File: config.mk
export PLATFORM = sky130hd
export DESIGN_NAME = alu_div
export DESIGN_NICKNAME = d
export VERILOG_FILES = /design/src/rtl/alu_div.sv
export SDC_FILE = /design/constraint.sdc
export NUM_CORES = 1
export LEC_CHECK = 0
export ABC_AREA = 0
export BUFFER_PORTS_ARGS = -buffer_cell sky130_fd_sc_hd__clkbuf_2
export CORE_ASPECT_RATIO = 1.5
export CORE_MARGIN = 4
export CORE_UTILIZATION = 45
export DETAILED_ROUTE_END_ITERATION = 6
export GPL_ROUTABILITY_DRIVEN = 0
export PLACE_DENSITY = 0.74
export SLEW_MARGIN = 10
export SYNTH_ARGS = -nofsm -noshare
export SYNTH_HDL_FRONTEND = slang
export SYNTH_SLANG_ARGS = --single-unit
File: constraint.sdc
create_clock -name i_clk -period 5.44 [get_ports i_clk]
set_clock_uncertainty 0.15 [all_clocks]
set_input_delay 0 -clock i_clk [delete_from_list [all_inputs] [get_ports i_clk]]
set_output_delay 0 -clock i_clk [all_outputs]
set_load 0.02 [all_outputs]
File: src/rtl/alu_div.sv
// Iterative radix-2 restoring divider for RV32M DIV/DIVU/REM/REMU.
// Optional macro ALU_DIV_EARLY_OUT_EN: finish in one cycle when |a| < |b|.
module alu_div #(
  parameter int WIDTH = 32
) (
  input  logic             i_clk,
  input  logic             i_reset,
  input  logic             i_div_start,
  input  logic             i_div_signed,
  input  logic [WIDTH-1:0] i_div_a,
  input  logic [WIDTH-1:0] i_div_b,
  output logic             o_div_busy,
  output logic             o_div_valid,
  output logic [WIDTH-1:0] o_div_quotient,
  output logic [WIDTH-1:0] o_div_remainder
);

  // state | meaning
  // IDLE  | waiting for i_div_start
  // CALC  | one restoring iteration per cycle, WIDTH cycles
  // DONE  | results valid for this one cycle
  typedef enum logic [1:0] {IDLE, CALC, DONE} state_t;

  localparam int CNT_W = $clog2(WIDTH + 1);
  localparam logic [WIDTH-1:0] MIN_VAL = {1'b1, {(WIDTH-1){1'b0}}};

  state_t           state, state_nxt;
  logic [CNT_W-1:0] cnt;
  logic [WIDTH-1:0] rem, dvd, b_mag;
  logic             sign_q, sign_r;

  logic [WIDTH-1:0] a_mag_in, b_mag_in;
  logic             div_zero, overflow, early_out, special;
  logic [WIDTH:0]   rem_sh, trial;
  logic             q_bit, last_iter;
  logic [WIDTH-1:0] rem_nxt, quo_nxt;

  always_comb begin
    a_mag_in = (i_div_signed && i_div_a[WIDTH-1]) ? (~i_div_a + WIDTH'(1)) : i_div_a;
    b_mag_in = (i_div_signed && i_div_b[WIDTH-1]) ? (~i_div_b + WIDTH'(1)) : i_div_b;
    div_zero = (i_div_b == '0);
    overflow = i_div_signed && (i_div_a == MIN_VAL) && (i_div_b == '1);
`ifdef ALU_DIV_EARLY_OUT_EN
    early_out = !div_zero && (a_mag_in < b_mag_in);
`else
    early_out = 1'b0;
`endif
    special = div_zero || overflow || early_out;
  end

  // rem < |b| always holds, so the shifted remainder fits in WIDTH+1 bits
  always_comb begin
    rem_sh    = {rem, dvd[WIDTH-1]};
    trial     = rem_sh - {1'b0, b_mag};
    q_bit     = ~trial[WIDTH];
    rem_nxt   = q_bit ? trial[WIDTH-1:0] : rem_sh[WIDTH-1:0];
    quo_nxt   = {dvd[WIDTH-2:0], q_bit};
    last_iter = (cnt == CNT_W'(1));
  end

  always_ff @(posedge i_clk) begin
    if (i_reset) state <= IDLE;
    else         state <= state_nxt;
  end

  always_comb begin
    state_nxt   = state;
    o_div_busy  = 1'b0;
    o_div_valid = 1'b0;
    case (state)
      IDLE: if (i_div_start) state_nxt = special ? DONE : CALC;
      CALC: begin
        o_div_busy = 1'b1;
        if (last_iter) state_nxt = DONE;
      end
      DONE: begin
        o_div_busy  = 1'b1;
        o_div_valid = 1'b1;
        state_nxt   = IDLE;
      end
      default: state_nxt = IDLE;
    endcase
  end

  always_ff @(posedge i_clk) begin
    if (i_reset) begin
      cnt             <= '0;
      rem             <= '0;
      dvd             <= '0;
      b_mag           <= '0;
      sign_q          <= 1'b0;
      sign_r          <= 1'b0;
      o_div_quotient  <= '0;
      o_div_remainder <= '0;
    end else begin
      case (state)
        IDLE: if (i_div_start) begin
          sign_q <= i_div_signed && (i_div_a[WIDTH-1] ^ i_div_b[WIDTH-1]);
          sign_r <= i_div_signed && i_div_a[WIDTH-1];
          b_mag  <= b_mag_in;
          dvd    <= a_mag_in;
          rem    <= '0;
          cnt    <= special ? '0 : CNT_W'(WIDTH);
          if (div_zero) begin
            o_div_quotient  <= '1;
            o_div_remainder <= i_div_a;
          end else if (overflow) begin
            o_div_quotient  <= MIN_VAL;
            o_div_remainder <= '0;
          end else if (early_out) begin
            o_div_quotient  <= '0;
            o_div_remainder <= i_div_a;
          end
        end
        CALC: begin
          rem <= rem_nxt;
          dvd <= quo_nxt;
          cnt <= cnt - CNT_W'(1);
          if (last_iter) begin
            o_div_quotient  <= sign_q ? (~quo_nxt + WIDTH'(1)) : quo_nxt;
            o_div_remainder <= sign_r ? (~rem_nxt + WIDTH'(1)) : rem_nxt;
          end
        end
        default: ;
      endcase
    end
  end

endmodule
==> results of run 1 <==
==> sequential cells by signal (all words and copies together) (netlist names) <==
name / count
sign_q: 1
rem: 32
sign_r: 1
b_mag: 32
cnt: 6
dvd: 32
o_div_quotient: 32
state: 2
o_div_remainder: 32
==> power by group through the flow <==
stage / registers (mW) / logic (mW) / clock network [mW]
2_1_floorplan: 2.00 / 2.20 / 0
6_report: 1.85 / 3.40 / 1.34
3_5_place_dp: 1.87 / 3.27 / 0
3_3_place_gp: 1.86 / 3.22 / 0
4_1_cts: 1.85 / 3.36 / 1.36
5_1_grt: 1.89 / 3.74 / 1.41
==> cell families (layout without fill, tap and decap cells) <==
| kind of cell | Yosys count | in the layout |
|---|---|---|
| compound gates | 514 | 514 |
| xor+xnor | 120 | 120 |
| fa+ha+maj | 43 | 43 |
| buf+inv | 175 | 334 |
| flops | 170 | 170 |
| mux | 28 | 28 |
| simple gates | 664 | 664 |
==> worst paths after layout <==
| kind | to | slack, ps | cells past startpoint |
|---|---|---|---|
| setup reg to reg | o_div_quotient[30]$_SDFFE_PP0P_ | 350 | 18 |
| hold / removal | o_div_remainder[31]$_SDFFE_PP0P_ | 80 | 4 |
| setup / recovery | o_div_quotient[30]$_SDFFE_PP0P_ | 350 | 18 |
| hold reg to reg | b_mag[0]$_SDFFE_PP0P_ | 310 | 2 |
==> metal layers <==
metal  global-route usage, %  vias up  wire length (µm)
li1                        -     6501                 -
met1                    29.3     6118             15400
met2                    45.7      522             19800
met3                    3.49      126              2280
met4                    14.7        0              2150
met5                       0        -                 0
==> cells in the mapped netlist (all sizes together) (13+ instances only) <==
cell	instances	share of area, %
xnor2	51	3.6
a221oi	19	1.4
dfxtp	170	27
and2	15	0.76
a21o	16	0.97
mux2i	20	1.6
a22oi	28	1.7
a21oi	161	6.5
nor2	237	7.2
ha	42	4.2
nand3	30	1.2
nand2	177	5.4
a211oi	66	4.0
inv	59	1.8
buf	23	0.80
o21ai	97	4.0
or3	31	1.7
nor4	17	0.96
xor2	69	4.9
nor3	67	2.7
o31ai	19	1.2
clkbuf	92	2.8
and3	14	0.71
o41ai	13	0.92
nand4	20	1.0
a31oi	19	0.96
==> cell type report <==
cell class              count  area, µm²
fillers                  2625      12400
multi-input cells        1369       8360
flip-flops and latches    170       3400
repair buffers            243       1720
clock buffers              22        474
well taps                 342        428
inverters                  60        229
clock inverters             9        161
==> worst register-to-register path: stages, from the launching register on <==
cell and delay, ps:
dfxtp_1 350, ha_1 430, a21oi_1 260, o21ai_0 230
a32o_1 330, or3_1 310, o211a_1 260, clkinvlp_4 220
ha_1 220, nand2b_1 80, or4_4 450, or3_4 360
or3_4 360, or3_4 390, o21ai_2 130, xor2_1 160
nand2_1 60, a22oi_1 170, nor2_1 60
==> repair_timing <==
| item | 4_1_cts | 5_1_grt |
|---|---|---|
| buffers inserted | 0 | 0 |
| resized for setup | 0 | 2 |
| endpoints found under the setup margin | 0 | 5 |
| endpoints found under the hold margin | 113 | 0 |
| hold buffers | 84 | 0 |
==> metrics by stage <==
stage               hold WS [ps]  total power, mW  instances
floorplan                  -14.0             4.19       1714
global placement             191             5.08       2100
detailed placement           200             5.14       2100
CTS                         54.5             6.56       2215
global route                 112             7.04       2215
finish                      76.4             6.59       2215
==> summary.txt, run 1 <==
Outcome
  • Outcome: finished, final reports clean

Finish
  • NumNets Final: 1972
  • Antenna diodes: 0
  • Commonest non-fill, non-tap cell in the layout: nor2_1
  • Final instance area: 14800 µm²
  • Layout cell share with drive strength beyond 1: 12.1%
  • P&R area growth vs syn: 19.2%
  • Post-layout util: 54.3%
  • Commonest non-fill, non-tap cells in the layout: 235 x nor2_1, 177 x nand2_1, 170 x dfxtp_1

Logic synthesis
  • Syn. warnings: 0
  • Async set-or-reset flop fraction in the synthesized netlist: 0%
  • Post-synthesis simple-gate area fraction: approximately 25%
  • Yosys cell types: 73
  • Sequential area share after synthesis: 27.5%
  • Mux share of post-synthesis cell area: 2.34%
  • Synthesized instance count: 1714
  • Ys flop type: dfxtp_1
  • Cell Area, Synth: 12400 µm²
  • Synthesized area per cell: 7.23 µm²
  • Number of synthesized flops with an enable pin: 0
  • XOR/XNOR Fraction of Synth Area: 8.48%
  • Post-Syn Nets: ~1800
  • Main combinational cell family by area after synthesis: compound AO/OA/AOI/OAI gates
  • Yosys reg bits: 170
  • Compound-cell area share of the yosys netlist: 26.8%
  • Adder-cell share of the synthesized area: under 10%

Pwr
  • Switching power: 3.02 mW
  • Switching share of power: 45.8%
  • Worst vdd ir: 0.279 mV
  • Reg power frac: 28.1%
  • Power Density: 446 nW/µm²
  • Comb power frac: 51.5%
  • Cell Int Power: roughly 3.6 mW
  • Clock power share: 20.4%
  • Static Leak: 5.82 nW

STA
  • RSZ-0062 raised after global routing: false
  • Final Hold Viols: 0
  • Slew Viols, Final: 0
  • Setup TNS: 0 ps
  • Relative slew slack: roughly a quarter
  • Fmax: 196 MHz
  • Fin crit share: 93.6%
  • Crit path time final: 5090 ps
  • Finish-stage setup viols: 0
  • Final WS setup: between 300 and 400 ps
  • Slew @ Worst Pin: 1110 ps

CTS
  • CTS tree: yes
  • Clk_lat worst skew: 460 ps
  • Clk sinks: 170
  • CTS Buffer Depth: 2
  • Total CTS buffers: 17
  • Max H-tree Level: 4
  • Clk slew on worst S/H paths: 70 ps
  • Clock root buffer: clkbuf_16

Placement
  • Post-DP HPWL: 29.1 mm
  • Area after DPL: 13300 µm²
  • Dpl ws: 291 ps
  • PortBufs: 133

Global route
  • Vias in the first global route: 12783
  • Tot GR Track Use: between 20 and 30%
  • Aggregate global routing overflow: 0
  • Initial antenna violation count: 0
  • Largest net degree at the start of global routing: 76
  • First-pass GRT wire length: roughly 63 mm

Detailed routing
  • First-pass iteration count of the detailed router: 5
  • Initial drt markers: about 1100
  • Drt drc: 0
  • WL final: 39.6 mm
  • WL/cell: about 18 µm
  • Antenna-violating nets left: 0
  • Drt via density: 5.99
  • DR vias: 13267

Setup path
  • Crit-path max FO: 11
  • Crit-path leading delay family: simple AND/OR/NAND/NOR gates
  • Crit path launch: rem[22]$_SDFFE_PP0P_
  • Critical path class: reg -> reg
  • Arr. time, crit path: around 5300 ps
  • CP peak stage delay: about 450 ps
  • CP Launch Type: flip-flop
  • Most used cell, CP: or3_4
  • Worst-path cell chain: ha_1 -> a21oi_1 -> o21ai_0 -> a32o_1 -> or3_1 -> o211a_1 -> clkinvlp_4 -> ha_1 -> nand2b_1 -> or4_4 -> or3_4 -> or3_4 -> or3_4 -> o21ai_2 -> xor2_1 -> nand2_1 -> a22oi_1 -> nor2_1
  • Crit. End Element: flip-flop
  • Buffers and inverters on the worst path: 1
  • Reg-to-reg startpoint: rem[22]$_SDFFE_PP0P_
  • Data required time at the worst endpoint: 5610 ps
  • Slowest-stage cell, CP: or4_4

Floorplan
  • Row cnt: 74
  • Die W: 143 µm
  • Die ar.: 30300 µm²
  • IO Pins: 134
  • Core Region: 27200 µm²
  • Initial core utilization: around 46%
  • Die H: between 200 and 250 µm

Min path
  • Min-delay src: i_div_a[31]
  • Worst hold path class: in -> reg

Run
  • Maxcap violations: 0
Note: power is estimated with default switching activity, not from simulation.
==> inputs of run 2 (changes only) <==
--- a/config.mk
+++ b/config.mk
@@ -12,7 +12,7 @@
 export CORE_UTILIZATION = 45
 export DETAILED_ROUTE_END_ITERATION = 6
 export GPL_ROUTABILITY_DRIVEN = 0
-export PLACE_DENSITY = 0.74
+export PLACE_DENSITY = 0.72
 export SLEW_MARGIN = 10
 export SYNTH_ARGS = -nofsm -noshare
 export SYNTH_HDL_FRONTEND = slang
==> constraint.sdc (replaced) <==
create_clock -name i_clk -period 6.58 [get_ports i_clk]
set_clock_uncertainty 0.15 [all_clocks]
set_input_delay 0 -clock i_clk [delete_from_list [all_inputs] [get_ports i_clk]]
set_output_delay 0 -clock i_clk [all_outputs]
set_load 0.02 [all_outputs]
==> run 2 against run 1 <==
  * Setup slack gained 900 ps
  * Clock-buffer cell count shrank 4
  * Non-clock buffer count shrank 9
  * Critical path depth is the same
  * Global-route usage shrank 0.16 points
  * Combinational power shrank 19%
  * Final area shrank 0.99%
  * Total power shrank 19%
  * Largest power group unchanged
  * First-iteration DRC count shrank 7.6%
  * Sequential power shrank 17%
==> summary.txt, run 2 (synthesized netlist as in run 1, its figures left out) <==
Setup path
  • Arr. time, crit path: 5510 ps
  • Data required time at the worst endpoint: 6760 ps
  • CP Launch Type: flip-flop
  • Worst-path cell chain: inv_1 -> ha_1 -> fa_1 -> nor2b_1 -> o31a_1 -> o211a_1 -> o211a_1 -> o211a_1 -> clkinv_1 -> a21oi_1 -> ha_1 -> nand2_1 -> or3_1 -> nor3_1 -> a41oi_1 -> nor4_1 -> mux2i_1 -> a211oi_1
  • Most used cell, CP: o211a_1
  • Slowest-stage cell, CP: nor4_1
  • Critical path class: reg -> reg
  • CP peak stage delay: 530 ps
  • Crit. End Element: flip-flop
  • Crit-path max FO: 12

Placement
  • Dpl ws: 1380 ps
  • PortBufs: 133
  • Post-DP HPWL: 28.7 mm

STA
  • Final Hold Viols: 0
  • Slew @ Worst Pin: 1060 ps
  • Final WS setup: 1250 ps
  • Setup TNS: 0 ps
  • Finish-stage setup viols: 0
  • Fin crit share: 81.1%
  • Slew Viols, Final: 0
  • Fmax: 187 MHz
  • Relative slew slack: ~29%
  • RSZ-0062 raised after global routing: false
  • Crit path time final: 5330 ps

Finish
  • Antenna diodes: 0
  • Layout cell share with drive strength beyond 1: 11.7%
  • NumNets Final: approximately 2000
  • Sequential cell area: 3400 µm²
  • Commonest non-fill, non-tap cells in the layout: 235 x nor2_1, 177 x nand2_1, 170 x dfxtp_1
  • P&R area growth vs syn: 18.1%
  • Commonest non-fill, non-tap cell in the layout: nor2_1
  • Area of the multi-input gates: 8360 µm²
  • Fillers: about 2700

CTS
  • # resized after CTS: 0
  • Clk sinks: between 150 and 200
  • CTS Buffer Depth: 2
  • Post-CTS setup buffers: 0
  • Total CTS buffers: 17
  • Max H-tree Level: 4
  • Clk_lat worst skew: 470 ps
  • Clk slew on worst S/H paths: 70 ps
  • Clock root buffer: clkbuf_16
  • CTS tree: yes

Detailed routing
  • DR vias: 13247
  • Drt via density: 6.00
  • Antenna-violating nets left: 0
  • Initial drt markers: ~1000
  • First-pass iteration count of the detailed router: 7
  • WL final: 39.4 mm
  • WL/cell: 17.9 µm
  • Drt drc: 0

Outcome
  • Outcome: finished, final reports clean

Global route
  • First-pass GRT wire length: 63.0 mm
  • Vias in the first global route: approximately 13000
  • Initial antenna violation count: 0
  • Largest net degree at the start of global routing: 98
  • Aggregate global routing overflow: 0
  • Tot GR Track Use: about a quarter

Floorplan
  • Row cnt: 74
  • IO Pins: 134
  • Die H: 211 µm
  • Die W: approximately 140 µm
  • Die ar.: 30300 µm²
  • Core Region: 27200 µm²
  • Initial core utilization: 45.5%

Pwr
  • Final Power: 5.31 mW
  • Worst vdd ir: 0.281 mV
  • Static Leak: 5.75 nW
  • Power Density: 363 nW/µm²

Min path
  • Worst hold path class: in -> reg

Run
  • Maxcap violations: 0
-- run 2: path summary, 6_finish.rpt --
check                          from                                to  slack (ps)  depth (start not counted)
max            dvd[31]$_SDFFE_PP0P_  o_div_remainder[28]$_SDFFE_PP0P_        1250                         18
min                     i_div_a[31]  o_div_remainder[31]$_SDFFE_PP0P_          60                          4
min reg2reg  b_mag[31]$_SDFFE_PP0P_            b_mag[31]$_SDFFE_PP0P_         300                          2
max reg2reg    dvd[31]$_SDFFE_PP0P_  o_div_remainder[28]$_SDFFE_PP0P_        1250                         18
-- run 2: timing repair --
| item | CTS | global route |
|---|---|---|
| hold buffers | 85 | 0 |
| hold endpoints to repair | 121 | 0 |
| endpoints found under the setup margin | 0 | 0 |
-- run 2: power by group --
group          switching, mW  internal, mW
combinational           1.81         0.960
sequential             0.225          1.30
clock                  0.472         0.538
-- run 2: critical path: cells and delay by family (launching register included) --
family / cells / cell delay [ps]
simple gates: 5 / 1540
mux: 1 / 240
flops: 1 / 380
buf+inv: 2 / 460
compound gates: 7 / 1540
fa+ha+maj: 3 / 890
-- run 2: metal layers --
metal  track usage [%]  up-vias  share of wire [%]
li1                  -     6478                  -
met1              28.8     6124                 39
met2              45.4      502                 50
met3              3.15      143                5.2
met4              15.8        0                6.0
met5                 0        -                  0
-- run 2: layout make-up --
type	instances	area share, %
Inverter	60	1.54
Multi-Input combinational cell	1369	57.1
Clock inverter	14	0.932
Sequential cell	170	23.3
Timing Repair Buffer	234	11.2
Clock buffer	18	3.00
Tap cell	342	2.93
-- run 2: through the flow --
| step | util, % | instance area (µm²) | hold WS (ps) | instances |
|---|---|---|---|---|
| 4_1_cts | 53.7 | 14600 | 25.7 | 2207 |
| 5_1_grt | 53.7 | 14600 | 46.8 | 2207 |
| 2_1_floorplan | - | 12400 | -14.0 | 1714 |
| 3_3_place_gp | 48.5 | 13200 | 186 | 2090 |
| 3_5_place_dp | 48.5 | 13200 | 174 | 2090 |
| 6_report | 53.7 | 14600 | 60.6 | 2207 |
